[config.mk]
export PLATFORM = sky130hd
export DESIGN_NAME = vga_draw_arbiter_flat
export DESIGN_NICKNAME = d
export VERILOG_FILES = /design/src/rtl/vga_draw_pkg.sv /design/src/rtl/vga_draw_arbiter_if.sv /design/src/rtl/vga_draw_arbiter_rr_pick.sv /design/src/rtl/vga_draw_arbiter.sv /design/src/flat_wrapper.sv
export SDC_FILE = /design/constraint.sdc
export NUM_CORES = 1
export LEC_CHECK = 0
export ABC_CLOCK_PERIOD_IN_PS = 3550
export CAP_MARGIN = 20
export CORE_MARGIN = 2
export CORE_UTILIZATION = 37
export DETAILED_ROUTE_END_ITERATION = 10
export GPL_TIMING_DRIVEN = 0
export MAX_ROUTING_LAYER = met4
export PLACE_DENSITY = 0.75
export REMOVE_ABC_BUFFERS = 1
export SETUP_SLACK_MARGIN = 0.2
export SLEW_MARGIN = 0
export SYNTH_ARGS = -nofsm -noshare
export SYNTH_HDL_FRONTEND = slang
export SYNTH_SLANG_ARGS = --single-unit
export TNS_END_PERCENT = 50
[constraint.sdc]
create_clock -name clk -period 3.55 [get_ports clk]
set_input_delay 0.355 -clock clk [delete_from_list [all_inputs] [get_ports clk]]
set_output_delay 0.355 -clock clk [all_outputs]
set_load 0.005 [all_outputs]
[src/rtl/vga_draw_pkg.sv]
// ============================================================================
// Module      : vga_draw_pkg
// Description : Shared state encoding and default widths for the VGA draw
//               arbiter.
// Revision    : 1.0 - initial release
// ============================================================================
`default_nettype none

package vga_draw_pkg;

    typedef enum logic [1:0] {
        S_IDLE = 2'd0,
        S_SCAN = 2'd1,
        S_DONE = 2'd2
    } state_t;

    localparam int DEF_X_W       = 8;
    localparam int DEF_Y_W       = 7;
    localparam int DEF_COLOUR_W  = 3;
    localparam int DEF_BG_COLOUR = 0;

endpackage

`default_nettype wire

[src/rtl/vga_draw_arbiter_if.sv]
// ============================================================================
// Module      : vga_draw_arbiter_if
// Description : Requester-side bus and VGA plot port of the draw arbiter.
// Revision    : 1.0 - initial release
// ============================================================================
`default_nettype none

interface vga_draw_arbiter_if
    import vga_draw_pkg::*;
#(
    parameter int NUM_REQ  = 4,
    parameter int X_W      = DEF_X_W,
    parameter int Y_W      = DEF_Y_W,
    parameter int COLOUR_W = DEF_COLOUR_W
) ();

    logic [NUM_REQ-1:0]          req;
    logic [NUM_REQ-1:0]          erase;
    logic [NUM_REQ*X_W-1:0]      base_x;
    logic [NUM_REQ*Y_W-1:0]      base_y;
    logic [NUM_REQ*COLOUR_W-1:0] colour;
    logic [NUM_REQ-1:0]          grant;
    logic [NUM_REQ-1:0]          done;
    logic                        busy;
    logic [X_W-1:0]              vga_x;
    logic [Y_W-1:0]              vga_y;
    logic [COLOUR_W-1:0]         vga_colour;
    logic                        vga_plot;

    modport master (
        output req, erase, base_x, base_y, colour,
        input  grant, done, busy, vga_x, vga_y, vga_colour, vga_plot
    );

    modport slave (
        input  req, erase, base_x, base_y, colour,
        output grant, done, busy, vga_x, vga_y, vga_colour, vga_plot
    );

endinterface

`default_nettype wire

[src/rtl/vga_draw_arbiter_rr_pick.sv]
// ============================================================================
// Module      : rr_pick
// Description : Round-robin winner search, upward from ptr with wrap.
// Revision    : 1.0 - initial release
// ============================================================================
`default_nettype none

module rr_pick #(
    parameter int NUM_REQ = 4,
    parameter int PTR_W   = (NUM_REQ > 1) ? $clog2(NUM_REQ) : 1
) (
    input  wire logic [NUM_REQ-1:0] req,
    input  wire logic [PTR_W-1:0]   ptr,
    output logic      [NUM_REQ-1:0] onehot,
    output logic      [PTR_W-1:0]   idx,
    output logic                    any
);

    logic [PTR_W-1:0] cand;

    always_comb begin
        onehot = '0;
        idx    = '0;
        any    = 1'b0;
        cand   = '0;
        for (int i = 0; i < NUM_REQ; i++) begin
            cand = PTR_W'((int'(ptr) + i) % NUM_REQ);
            if (!any && req[cand]) begin
                any          = 1'b1;
                onehot[cand] = 1'b1;
                idx          = cand;
            end
        end
    end

endmodule

`default_nettype wire

[src/rtl/vga_draw_arbiter.sv]
// ============================================================================
// Module      : vga_draw_arbiter
// Description : Round-robin sharing of the VGA plot port; scans one sprite box
//               per grant, one pixel per cycle, then pulses done.
// Revision    : 1.0 - initial release
// ============================================================================
`default_nettype none

module vga_draw_arbiter
    import vga_draw_pkg::*;
#(
    parameter int NUM_REQ   = 4,
    parameter int X_W       = DEF_X_W,
    parameter int Y_W       = DEF_Y_W,
    parameter int COLOUR_W  = DEF_COLOUR_W,
    parameter int SPRITE_W  = 10,
    parameter int SPRITE_H  = 10,
    parameter int BG_COLOUR = DEF_BG_COLOUR
) (
    input  wire logic          clk,
    input  wire logic          reset,
    vga_draw_arbiter_if.slave  bus
);

    localparam int PTR_W = (NUM_REQ > 1) ? $clog2(NUM_REQ) : 1;
    localparam int DX_W  = (SPRITE_W > 1) ? $clog2(SPRITE_W) : 1;
    localparam int DY_W  = (SPRITE_H > 1) ? $clog2(SPRITE_H) : 1;

    state_t              state, state_n;
    logic [PTR_W-1:0]    ptr, ptr_n, win, win_n;
    logic [X_W-1:0]      cap_x, cap_x_n, vx, vx_n;
    logic [Y_W-1:0]      cap_y, cap_y_n, vy, vy_n;
    logic [COLOUR_W-1:0] vcol, vcol_n;
    logic [DX_W-1:0]     dx, dx_n;
    logic [DY_W-1:0]     dy, dy_n;
    logic [NUM_REQ-1:0]  grant_q, grant_n, done_q, done_n;
    logic                busy_q, busy_n, plot_q, plot_n;

    logic [NUM_REQ-1:0]  pick_onehot;
    logic [PTR_W-1:0]    pick_idx;
    logic                pick_any;

    rr_pick #(
        .NUM_REQ (NUM_REQ),
        .PTR_W   (PTR_W)
    ) u_rr_pick (
        .req    (bus.req),
        .ptr    (ptr),
        .onehot (pick_onehot),
        .idx    (pick_idx),
        .any    (pick_any)
    );

    // The first pixel is registered on the grant edge so it appears with grant.
    always_comb begin
        state_n = state;
        ptr_n   = ptr;
        win_n   = win;
        cap_x_n = cap_x;
        cap_y_n = cap_y;
        vx_n    = vx;
        vy_n    = vy;
        vcol_n  = vcol;
        dx_n    = dx;
        dy_n    = dy;
        grant_n = grant_q;
        done_n  = '0;
        busy_n  = busy_q;
        plot_n  = plot_q;
        case (state)
            S_IDLE: begin
                if (pick_any) begin
                    state_n = S_SCAN;
                    win_n   = pick_idx;
                    grant_n = pick_onehot;
                    busy_n  = 1'b1;
                    plot_n  = 1'b1;
                    cap_x_n = bus.base_x[int'(pick_idx)*X_W +: X_W];
                    cap_y_n = bus.base_y[int'(pick_idx)*Y_W +: Y_W];
                    vcol_n  = bus.erase[pick_idx] ? COLOUR_W'(BG_COLOUR)
                                                  : bus.colour[int'(pick_idx)*COLOUR_W +: COLOUR_W];
                    dx_n    = '0;
                    dy_n    = '0;
                    vx_n    = cap_x_n;
                    vy_n    = cap_y_n;
                end
            end
            S_SCAN: begin
                if (dx == DX_W'(SPRITE_W-1) && dy == DY_W'(SPRITE_H-1)) begin
                    state_n = S_DONE;
                    plot_n  = 1'b0;
                    grant_n = '0;
                    done_n  = NUM_REQ'(1) << win;
                end else begin
                    if (dx == DX_W'(SPRITE_W-1)) begin
                        dx_n = '0;
                        dy_n = dy + DY_W'(1);
                    end else begin
                        dx_n = dx + DX_W'(1);
                    end
                    vx_n = cap_x + X_W'(dx_n);
                    vy_n = cap_y + Y_W'(dy_n);
                end
            end
            S_DONE: begin
                state_n = S_IDLE;
                busy_n  = 1'b0;
                ptr_n   = (win == PTR_W'(NUM_REQ-1)) ? '0 : win + PTR_W'(1);
            end
            default: state_n = S_IDLE;
        endcase
    end

    always_ff @(posedge clk or posedge reset) begin
        if (reset) begin
            state   <= S_IDLE;
            ptr     <= '0;
            win     <= '0;
            cap_x   <= '0;
            cap_y   <= '0;
            vx      <= '0;
            vy      <= '0;
            vcol    <= '0;
            dx      <= '0;
            dy      <= '0;
            grant_q <= '0;
            done_q  <= '0;
            busy_q  <= 1'b0;
            plot_q  <= 1'b0;
        end else begin
            state   <= state_n;
            ptr     <= ptr_n;
            win     <= win_n;
            cap_x   <= cap_x_n;
            cap_y   <= cap_y_n;
            vx      <= vx_n;
            vy      <= vy_n;
            vcol    <= vcol_n;
            dx      <= dx_n;
            dy      <= dy_n;
            grant_q <= grant_n;
            done_q  <= done_n;
            busy_q  <= busy_n;
            plot_q  <= plot_n;
        end
    end

    assign bus.grant      = grant_q;
    assign bus.done       = done_q;
    assign bus.busy       = busy_q;
    assign bus.vga_x      = vx;
    assign bus.vga_y      = vy;
    assign bus.vga_colour = vcol;
    assign bus.vga_plot   = plot_q;

endmodule

`default_nettype wire

[src/flat_wrapper.sv]
// flat-port wrapper written by rule: the top's interface ports become plain ports
module vga_draw_arbiter_flat import vga_draw_pkg::*;
#(
    parameter int NUM_REQ   = 4,
    parameter int X_W       = DEF_X_W,
    parameter int Y_W       = DEF_Y_W,
    parameter int COLOUR_W  = DEF_COLOUR_W,
    parameter int SPRITE_W  = 10,
    parameter int SPRITE_H  = 10,
    parameter int BG_COLOUR = DEF_BG_COLOUR
)
  (clk, reset, bus_req, bus_erase, bus_base_x, bus_base_y, bus_colour, bus_grant, bus_done, bus_busy, bus_vga_x, bus_vga_y, bus_vga_colour, bus_vga_plot);
  vga_draw_arbiter_if #(.NUM_REQ(NUM_REQ), .X_W(X_W), .Y_W(Y_W), .COLOUR_W(COLOUR_W)) bus_i ();
  input  wire logic clk;
  input  wire logic reset;
  input wire logic [$bits(bus_i.req)-1:0] bus_req;
  input wire logic [$bits(bus_i.erase)-1:0] bus_erase;
  input wire logic [$bits(bus_i.base_x)-1:0] bus_base_x;
  input wire logic [$bits(bus_i.base_y)-1:0] bus_base_y;
  input wire logic [$bits(bus_i.colour)-1:0] bus_colour;
  output wire logic [$bits(bus_i.grant)-1:0] bus_grant;
  output wire logic [$bits(bus_i.done)-1:0] bus_done;
  output wire logic [$bits(bus_i.busy)-1:0] bus_busy;
  output wire logic [$bits(bus_i.vga_x)-1:0] bus_vga_x;
  output wire logic [$bits(bus_i.vga_y)-1:0] bus_vga_y;
  output wire logic [$bits(bus_i.vga_colour)-1:0] bus_vga_colour;
  output wire logic [$bits(bus_i.vga_plot)-1:0] bus_vga_plot;
  assign bus_i.req = bus_req;
  assign bus_i.erase = bus_erase;
  assign bus_i.base_x = bus_base_x;
  assign bus_i.base_y = bus_base_y;
  assign bus_i.colour = bus_colour;
  assign bus_grant = bus_i.grant;
  assign bus_done = bus_i.done;
  assign bus_busy = bus_i.busy;
  assign bus_vga_x = bus_i.vga_x;
  assign bus_vga_y = bus_i.vga_y;
  assign bus_vga_colour = bus_i.vga_colour;
  assign bus_vga_plot = bus_i.vga_plot;
  vga_draw_arbiter #(.NUM_REQ(NUM_REQ), .X_W(X_W), .Y_W(Y_W), .COLOUR_W(COLOUR_W), .SPRITE_W(SPRITE_W), .SPRITE_H(SPRITE_H), .BG_COLOUR(BG_COLOUR)) u_core (.clk(clk), .reset(reset), .bus(bus_i));
endmodule
==> reports/results.tsv <==
stage	metric	value	unit
power_and_ir_drop	power_switching	1370	uW
grt	grt_antenna_before_repair	0	
clocking	cts_htree_levels	3	
clocking	cts_tree	built	
power_and_ir_drop	power.leakage	0.00249	uW
logic_synthesis	ys_ff_latch	57	
logic_synthesis	synth.area.top_cells	dfrtp_1 (36%), ha_1 (6.9%), nand2_1 (5.4%), a21oi_1 (4.4%), mux2i_1 (3.5%)	
grt	grt_pass1_vias	3871	
sta	timing.fmax	305	MHz
setup_path	worstSetupEndpointType	flip-flop	
sta	rsz0062_at_grt	true	
placement	dp_slack	-0.770	ns
sta	worst_pin_slew	1.04	ns
setup_path	critPathMaxFanout	20	
floorplan	die_x	108	um
power_and_ir_drop	power.internal	2260	uW
logic_synthesis	ys_seq_area_share	35.8	%
sta	relSlewSlack	30.4	%
layout	drive_gt1_share	12.3	%
power_and_ir_drop	clockPowerShare	15.2	%
route	wire_per_inst	16.8	um
route	wirelength	11800	um
route	antenna_left	0	
route	drtPass1Iterations	5	
floorplan	die_area	11600	um^2
placement	hpwlAfterDp	8190	um
placement	io_buffers	109	
clocking	postCtsHoldBufs	0	
setup_path	reg2reg_depth	10	
placement	dpl-instance-area	5240	um^2
floorplan	row_count	37	
outcome	status	complete, no violations	
clocking	clk_path_buf_depth	2	
layout	area_delta_synth_final	42.6	%
logic_synthesis	synth_warnings	0	
logic_synthesis	synth_top_cell_area_share	35.8	%
layout	stdcell_area	5680	um^2
sta	period_share	92.3	%
route	viasPerCell	5.58	
setup_path	worstSetupPathType	flip-flop to flip-flop	
layout	finish.utilization	54.8	%
clocking	cts_sinks	57	
clocking	cts_made_buffers	9	
grt	track_usage	20.7	%
logic_synthesis	netlist_instances	438	
power_and_ir_drop	p_sw_share	37.7	%
setup_path	r2r_slack	0.27	ns
logic_synthesis	synth.distinct_cells	64	
power_and_ir_drop	power_density	638	nW/um^2
route	drc	0	
clocking	path_clk_slew	0.06	ns
layout	regArea	1430	um^2
floorplan	initial_core_util	38.4	%
logic_synthesis	synth_common_cells	dfrtp_1 (57), nand2_1 (57), a21oi_1 (35)	
setup_path	cp.arrival	3.56	ns
grt	grt-ovfl-total	0	
sta	setup_viol	0	
floorplan	io_pins	110	
logic_synthesis	ys_async_sr_fraction	100	%
sta	whs	0.419	ns
logic_synthesis	synth_ff_type	dfrtp_1	
logic_synthesis	synth_edf_count	0	
layout	n_fill_cell	932	
floorplan	die_y	108	um
sta	setup_tns	0	ns
clocking	root_buffer	clkbuf_8	
layout	diodes	0	
logic_synthesis	synth_area	3990	um^2
setup_path	cp-start-kind	flip-flop	
placement	finalWeightedCongestion	0.893	
grt	grt_pass1_wl	18500	um
route	vias	3902	
sta	hold_viol	0	
layout	layout.nets	664	
logic_synthesis	post-synth-top-area-cell	dfrtp_1	
sta	fin_ws	0.274	ns
clocking	insertion_delay	0.34	ns
sta	period_minus_slack	3.28	ns
grt	grt_max_degree	32	
sta	slew_violations	0	
sta	skew	0.00756	ns
setup_path	cp_data_required_time	3.83	ns
flow_run	maxCapViolations	0	
power_and_ir_drop	power.sequential.fraction	32.3	%
logic_synthesis	syn_area_per_cell	9.10	um^2
route	drtIter0Drc	189	
floorplan	core-area	10400	um^2
power_and_ir_drop	combPwrFrac	52.5	%
power_and_ir_drop	ir_drop	0.262	mV
layout	multi_input_area	2470	um^2
worst_hold_path	hp-class	primary input to async pin	
==> power groups by stage <==
stage                     sequential (uW)  combinational (uW)  clock [uW]
after floorplan                      1140                1170           0
after detailed placement             1170                1870           0
final                                1170                1900         551
after global routing                 1210                2130         595
after CTS                            1160                1900         558
after global placement               1160                1770           0
==> logic make-up after synthesis <==
| kind of cell | after synthesis | synth area share, % |
|---|---|---|
| and+or+nand+nor | 151 | 18.2 |
| buffers and inverters | 41 | 4.90 |
| adders and majority gates | 24 | 7.91 |
| AOI/OAI and AO/OA | 131 | 23.7 |
| DFF | 57 | 35.8 |
| xor gates and xnor gates | 14 | 3.08 |
| muxes | 20 | 6.34 |
==> worst paths after layout <==
| check | start | endpoint |
|---|---|---|
| min | reset | u_core.bus.vga_y[2] |
| min reg2reg | u_core.bus.vga_colour[2] | u_core.bus.vga_colour[2] |
| max in group asynchronous | reset | u_core.cap_x[6] |
| max reg2reg | u_core.ptr[0] | u_core.bus.vga_colour[1] |
| max | u_core.ptr[0] | u_core.bus.vga_colour[1] |
| min in group clk | u_core.bus.vga_colour[2] | u_core.bus.vga_colour[2] |
==> worst max-delay path: stages, from the launching register on <==
cell and delay [ns]:
dfrtp_2 0.43, buf_16 0.17, inv_4 0.11, ha_4 0.32
mux4_2 0.59, a2111oi_4 0.37, buf_4 0.20, o311ai_4 0.13
a211o_1 0.42, a2111oi_2 0.33, a211o_1 0.15
==> layer usage <==
metal / vias to the layer above / global-route usage [%] / share of wire [%]
li1: 1829 / - / -
met1: 1881 / 25.3 / 42
met2: 160 / 34.0 / 49
met3: 32 / 4.00 / 6.4
met4: 0 / 7.51 / 2.4
met5: - / - / 0
==> stage by stage <==
step	std cells	total power (uW)
after floorplan	412	2310
after global placement	657	2920
after detailed placement	663	3040
after CTS	684	3620
after global routing	699	3940
final	699	3630
==> area by class of cell <==
class / count / share of cell area [%]
multi-input cells: 340 / 43.4
flip-flops and latches: 57 / 25.1
repair buffers: 135 / 24.3
well taps: 136 / 2.99
clock buffers: 13 / 2.80
inverters: 15 / 1.03
clock inverters: 3 / 0.264
==> state kept, by name, indices dropped and copies added, names as in the netlist, 4 cells and up <==
name / flops
u_core.dy: 4
u_core.bus.vga_y: 7
u_core.cap_x: 8
u_core.cap_y: 7
u_core.bus.done: 4
u_core.bus.vga_x: 8
u_core.bus.grant: 4
u_core.dx: 4
==> layout by cell type (no fill, tap or decap), drive strengths merged, types with 15 or more instances in the layout <==
cell,Yosys,final
or3,18,18
dfrtp,57,57
nor2,27,27
a21oi,36,36
nand2,58,58
buf,13,25
clkdlybuf4s50,0,109
ha,22,22
o21ai,25,25
inv,15,15
==> repair_timing <==
action | in CTS | in global routing
pin swaps | 2 | 5
setup buffers | 5 | 14
endpoints found under the setup margin | 39 | 19
endpoints found under the hold margin | 0 | 0
gates resized for setup | 11 | 7
gates cloned | 0 | 1
Power figures use the tool's default switching activity.
==> variant 1, RTL diff (config.mk and constraints unchanged) <==
Make the reset (`reset`) synchronous in one clocked block.
--- a/src/rtl/vga_draw_arbiter.sv
+++ b/src/rtl/vga_draw_arbiter.sv
@@ -111,7 +111,7 @@
         endcase
     end
 
-    always_ff @(posedge clk or posedge reset) begin
+    always_ff @(posedge clk) begin
         if (reset) begin
             state   <= S_IDLE;
             ptr     <= '0;
Function: differs if reset is asserted again (counterexample within 4 cycles, from zero or initial values and one cycle with reset high); with reset held inactive, the same outputs for 10 cycles.
==> variant 1 against the original RTL <==
Synthesized area rose by 1.2%; first-iteration DRC count rose by 66%; global-route usage rose by 1.1 points; worst setup slack improved by 0.13 ns; count of clock-buffer cells in the layout fell by 2; wire length rose by 5.1%; hold slack improved by 0.032 ns; cell count rose by 5.4%; sequential cell count did not move; cell area fell by 2.0%; clock skew rose by 0.0034 ns; critical path type unchanged; highest routed layer unchanged.
Power is not compared: it rests on default switching activity, and its combinational part moved more than twofold at a synthesized area within 25%.
==> variant 1: results (changes against the original RTL) <==
[metrics] largest net degree at the start of global routing: 50 (was 32)
[metrics] half-perimeter wire length of the detailed placement result: 8.66 mm (was 8.19 mm)
[metrics] first-pass GRT wire length: 19.7 mm (was 18.5 mm)
[metrics] predominant post-synthesis flop cell: dfxtp_1 (was dfrtp_1)
[metrics] worst hold slack after final layout: 0.452 ns (was 0.419 ns)
[metrics] worst vdd rail ir drop: 0.229 mV
[metrics] Global Route Usage Sum: 21.7% (was 20.7%)
[metrics] largest cells by area after synthesis: dfxtp_1 28%, ha_1 5.9%, nor2_1 4.4%, mux2i_1 4.2%, nor3_1 4.2% (was dfrtp_1 36%, ha_1 6.9%, nand2_1 5.4%, a21oi_1 4.4%, mux2i_1 3.5%)
[metrics] relative slew slack: 33.7% (was 30.4%)
[metrics] standby leakage power: 2.09 nW
[metrics] Fillers: 1,013 (was 932)
[metrics] clock root buffer: clkbuf_8 (unchanged)
[metrics] distinct cell type count after synthesis: 57 (was 64)
[metrics] number of global-route vias before repair: 4,076 (was 3,871)
[metrics] Min-Delay Path Class: flip-flop to flip-flop (was primary input to asynchronous set/reset pin)
[metrics] Synthesis Warnings: 0 (unchanged)
[metrics] largest buffer count on any clock path: 2 (unchanged)
[metrics] setup skew after layout: 0.0109 ns (was 0.00756 ns)
[metrics] number of nets at the end of the flow: 695 (was 664)
[metrics] clk slew on worst S/H paths: 0.07 ns
[metrics] final wirelength: 12.4 mm (was 11.8 mm)
[metrics] initial DRC count: 313 (was 189)
[metrics] H-tree Lvls: 3 (unchanged)
[metrics] run status: completed (unchanged)
[metrics] Post-DP Area: 5170 sq um (was 5240 sq um)
[metrics] final weighted congestion in routability-driven placement: 0.855 (was 0.893)
[metrics] proportion of synthesized flip-flops having asynchronous set or reset: 0% (was 100%)
[metrics] maximum net fanout on the critical path: 10 (was 20)
[metrics] register-to-register setup slack: 0.40 ns (was 0.27 ns)
[metrics] sequential cell area fraction in the yosys report: 28.3% (was 35.8%)
[metrics] number of vias after detailed routing: 4,175 (was 3,902)
[metrics] latest clock arrival within the worst-skew pair: 0.34 ns (about the same)
[metrics] fraction of final layout cells with drive strength greater than 1: 10.7% (was 12.3%)
[metrics] Arr. time, crit path: 3.34 ns (was 3.56 ns)
[metrics] antenna violations before repair: 0 (unchanged)
[metrics] top cell types by occurrence after synthesis: 57 x dfxtp_1, 47 x nor2_1, 34 x nand2_1, 34 x nor3_1, 31 x a21oi_1 (was 57 x dfrtp_1, 57 x nand2_1, 35 x a21oi_1)
[metrics] number of buffers created by CTS: 9 (unchanged)
[metrics] cell type group with the largest total delay on the critical path: multiplexers (was compound AO/OA/AOI/OAI gates)
variant 1: per-layer routing:
metal | share of wire (%) | GRT usage (%) | vias to the layer above
met1 | 44 | 26.7 | 1966
met3 | 7.8 | 4.34 | 16
met2 | 46 | 35.8 | 170
li1 | - | - | 2023
met5 | 0 | - | -
met4 | 1.8 | 6.87 | 0
variant 1: power breakdown:
group | internal [mW] | switching (mW)
combinational | 0.259 | 0.223
clock | 0.431 | 0.264
sequential | 0.689 | 0.0385
variant 1: what timing repair did:
item,in CTS,in global routing
setup buffers,11,4
resized for setup,9,5
cloned,1,0
setup endpoints to repair,38,27
pin swaps,1,0
hold endpoints to repair,0,0
variant 1: cell families (layout without fill, tap and decap cells):
kind of cell / count (synthesis) / in the layout / share of synthesized area [%]
simple gates: 185 / 185 / 23.6
fa+ha+maj: 21 / 21 / 6.89
xor+xnor: 14 / 14 / 3.04
compound gates: 137 / 138 / 22.6
buf+inv: 45 / 151 / 5.40
flops: 57 / 57 / 28.3
mux: 31 / 31 / 10.2
variant 1: path summary, 6_finish.rpt:
kind	start	end	depth (start not counted)
worst max-delay path	u_core.ptr[1]	u_core.bus.vga_y[5]	11
worst max register to register	u_core.ptr[1]	u_core.bus.vga_y[5]	11
worst min register to register	u_core.cap_x[0]	u_core.cap_x[0]	2
worst min-delay path	u_core.cap_x[0]	u_core.cap_x[0]	2
variant 1: tightest hold or removal path, delay by kind of cell, from the launching register on:
family        cells  cell delay (ns)
flops             1             0.32
simple gates      2             0.09
variant 1: stage by stage:
step,util [%],std cells,setup WS (ns)
after floorplan,-,454,-1.03
after global placement,47.6,703,-2.41
after detailed placement,48.1,705,-0.916
after CTS,51.4,733,0.239
after global routing,51.9,737,0.216
final,51.9,737,0.404
variant 1: area by class of cell:
cell class	instances	area, sq um	area share [%]
clock inverters	5	77.6	1.39
flip-flops and latches	57	1150	20.6
well taps	140	175	3.14
multi-input cells	389	2740	49.2
inverters	9	36.3	0.651
repair buffers	126	1250	22.4
clock buffers	11	151	2.72
==> variant 2, RTL diff (same settings) <==
Made on the original files. The package constant `DEF_X_W` goes from 8 to 12.
--- a/src/rtl/vga_draw_pkg.sv
+++ b/src/rtl/vga_draw_pkg.sv
@@ -14,7 +14,7 @@
         S_DONE = 2'd2
     } state_t;
 
-    localparam int DEF_X_W       = 8;
+    localparam int DEF_X_W       = 12;
     localparam int DEF_Y_W       = 7;
     localparam int DEF_COLOUR_W  = 3;
     localparam int DEF_BG_COLOUR = 0;
Ports: changed (resized bus_base_x and bus_vga_x); port bits go from 110 to 130. No check against the original RTL was run, so the function may have changed too.
==> variant 2 against the original RTL <==
Sequential cell count up 8; hold slack gained 0.067 ns; worst setup slack gained 0.15 ns; wire length grew 19%; count of clock-buffer cells in the layout is 2 lower; largest cell class unchanged; power grew 22%; critical endpoint is now u_core.bus.vga_x[11]; cell area rose by 15%; first-iteration DRC count up 19%; clock skew is essentially flat; cell count up 10%; synthesized area increased by 15%; combinational power rose by 7%; non-clock buffer count is 7 higher.
==> variant 2: results (changes against the original RTL) <==
[metrics] Fillers: 1,047 (was 932)
[metrics] latest clock arrival within the worst-skew pair: 0.33 ns
[metrics] clock root buffer: clkbuf_16 (was clkbuf_8)
[metrics] Post-DP Area: 5980 sq um (was 5240 sq um)
[metrics] largest cells by area after synthesis: dfrtp_1 36%, ha_1 6.0%, mux2i_1 4.8%, a21o_1 4.3%, a221o_1 3.5% (was dfrtp_1 36%, ha_1 6.9%, nand2_1 5.4%, a21oi_1 4.4%, mux2i_1 3.5%)
[metrics] average wire per standard cell: 18.2 um (was 16.8 um)
[metrics] number of nets at the end of the flow: 721 (was 664)
[metrics] cell with the largest stage delay on the worst path: dfrtp_2 (was mux4_2)
[metrics] delay of the slowest critical-path stage: 0.48 ns (was 0.59 ns)
[metrics] number of global-route vias before repair: 4,392 (was 3,871)
[metrics] half-perimeter wire length of the detailed placement result: 10.2 mm (was 8.19 mm)
[metrics] switching part of the total: 34.2% (was 37.7%)
[metrics] standby leakage power: 2.90 nW (was 2.49 nW)
[metrics] reg2reg end: u_core.bus.vga_x[11] (was u_core.bus.vga_colour[1])
[metrics] largest net degree at the start of global routing: 66 (was 32)
[metrics] Global Route Usage Sum: 22.3% (was 20.7%)
[metrics] Port-buffer cells: 129 (was 109)
[metrics] Min-Delay Path Class: flip-flop to flip-flop (was primary input to asynchronous set/reset pin)
[metrics] setup skew after layout: 0.00722 ns (was 0.00756 ns)
[metrics] FF-to-FF Start: u_core.ptr[1] (was u_core.ptr[0])
[metrics] worst vdd rail ir drop: 0.322 mV (was 0.262 mV)
[metrics] part of the total power dissipated in the clock network: 23.4% (was 15.2%)
[metrics] Arr. time, crit path: 3.34 ns (was 3.56 ns)
[metrics] worst hold path cell count: 2
[metrics] hold path start: u_core.bus.grant[2]
[metrics] number of vias after detailed routing: 4,350 (was 3,902)
[metrics] top cell types by occurrence after synthesis: 65 x dfrtp_1, 38 x nor2_1, 32 x inv_1 (was 57 x dfrtp_1, 57 x nand2_1, 35 x a21oi_1)
[metrics] distinct cell type count after synthesis: 61 (was 64)
[metrics] first-pass GRT wire length: 22.3 mm (was 18.5 mm)
[metrics] worst slack at placement: -1.11 ns (was -0.770 ns)
[metrics] final weighted congestion in routability-driven placement: 0.833 (was 0.893)
[metrics] register-to-register setup slack: 0.42 ns (was 0.27 ns)
[metrics] Setup-failing EPs final: 0 (unchanged)
[metrics] run status: completed (unchanged)
[metrics] sequential cell area fraction in the yosys report: 35.6% (was 35.8%)
[metrics] fraction of final layout cells with drive strength greater than 1: 12.7% (was 12.3%)
==> variant 2: changes by cell type after synthesis, moves of 8 or more <==
cell | unedited run | this run
nand2_1 | 57 | 30
inv_1 | 14 | 32
a211o_1 | 13 | 1
a221o_1 | 2 | 16
a211oi_2 | 0 | 8
or3_1 | 18 | 1
dfrtp_1 | 57 | 65
mux2i_1 | 14 | 22
o32ai_1 | 0 | 8
nor2_1 | 27 | 38
o221ai_1 | 1 | 10
a21oi_1 | 35 | 21
a21o_1 | 6 | 26
==> variant 2: worst max path at each step <==
| stage | startpoint | to | slack, ns | depth (start not counted) |
|---|---|---|---|---|
| finish | u_core.ptr[1] | u_core.bus.vga_x[11] | 0.42 | 10 |
| global route | u_core.ptr[1] | u_core.bus.vga_x[8] | 0.24 | 10 |
| CTS | u_core.ptr[0] | u_core.bus.vga_x[5] | 0.18 | 10 |
| detailed placement | u_core.ptr[0] | u_core.bus.vga_x[0] | -1.11 | 8 |
| global placement | u_core.ptr[0] | u_core.bus.vga_x[0] | -1.42 | 8 |
| floorplan | u_core.ptr[0] | u_core.bus.vga_y[0] | -0.31 | 9 |
==> variant 2: logic make-up after synthesis <==
logic type / synth area share (%)
adder cells (fa/ha/maj): 6.90
AO/OA/AOI/OAI: 26.9
AND/OR/NAND/NOR: 12.9
flip-flops: 35.6
multiplexers: 7.53
buffers and inverters: 6.51
XOR/XNOR: 3.64
==> variant 2: cell type report <==
type / count / area (sq um) / share of cell area [%]
repair buffers: 142 / 1430 / 21.9
clock inverters: 5 / 103 / 1.57
clock buffers: 11 / 243 / 3.72
inverters: 33 / 126 / 1.93
flip-flops and latches: 65 / 1630 / 25.0
well taps: 168 / 210 / 3.22
multi-input cells: 348 / 2790 / 42.7
==> variant 2: stage by stage <==
step | cells | total power [mW] | hold WS [ns] | util [%]
6_report | 772 | 4.43 | 0.486 | 54.1
5_1_grt | 772 | 4.72 | 0.504 | 54.1
4_1_cts | 766 | 4.42 | 0.487 | 53.4
3_5_place_dp | 746 | 3.35 | 0.473 | 49.6
3_3_place_gp | 742 | 3.23 | 0.467 | 48.9
2_1_floorplan | 445 | 2.55 | 0.456 | -
==> variant 2: what timing repair did <==
action | CTS | global route
cloned | 1 | 0
gates resized for setup | 17 | 9
endpoints found under the setup margin | 43 | 40
setup buffers | 3 | 5
hold endpoints to repair | 0 | 0
pin swaps | 3 | 3
==> variant 2: routing by layer <==
metal	vias up	GRT usage (%)	part of all wire, %	wire, um
li1	2017	-	-	-
met3	24	5.85	7.0	991
met5	-	-	0	0
met2	168	36.2	50	7010
met1	2141	26.4	41	5740
met4	0	8.92	2.3	329
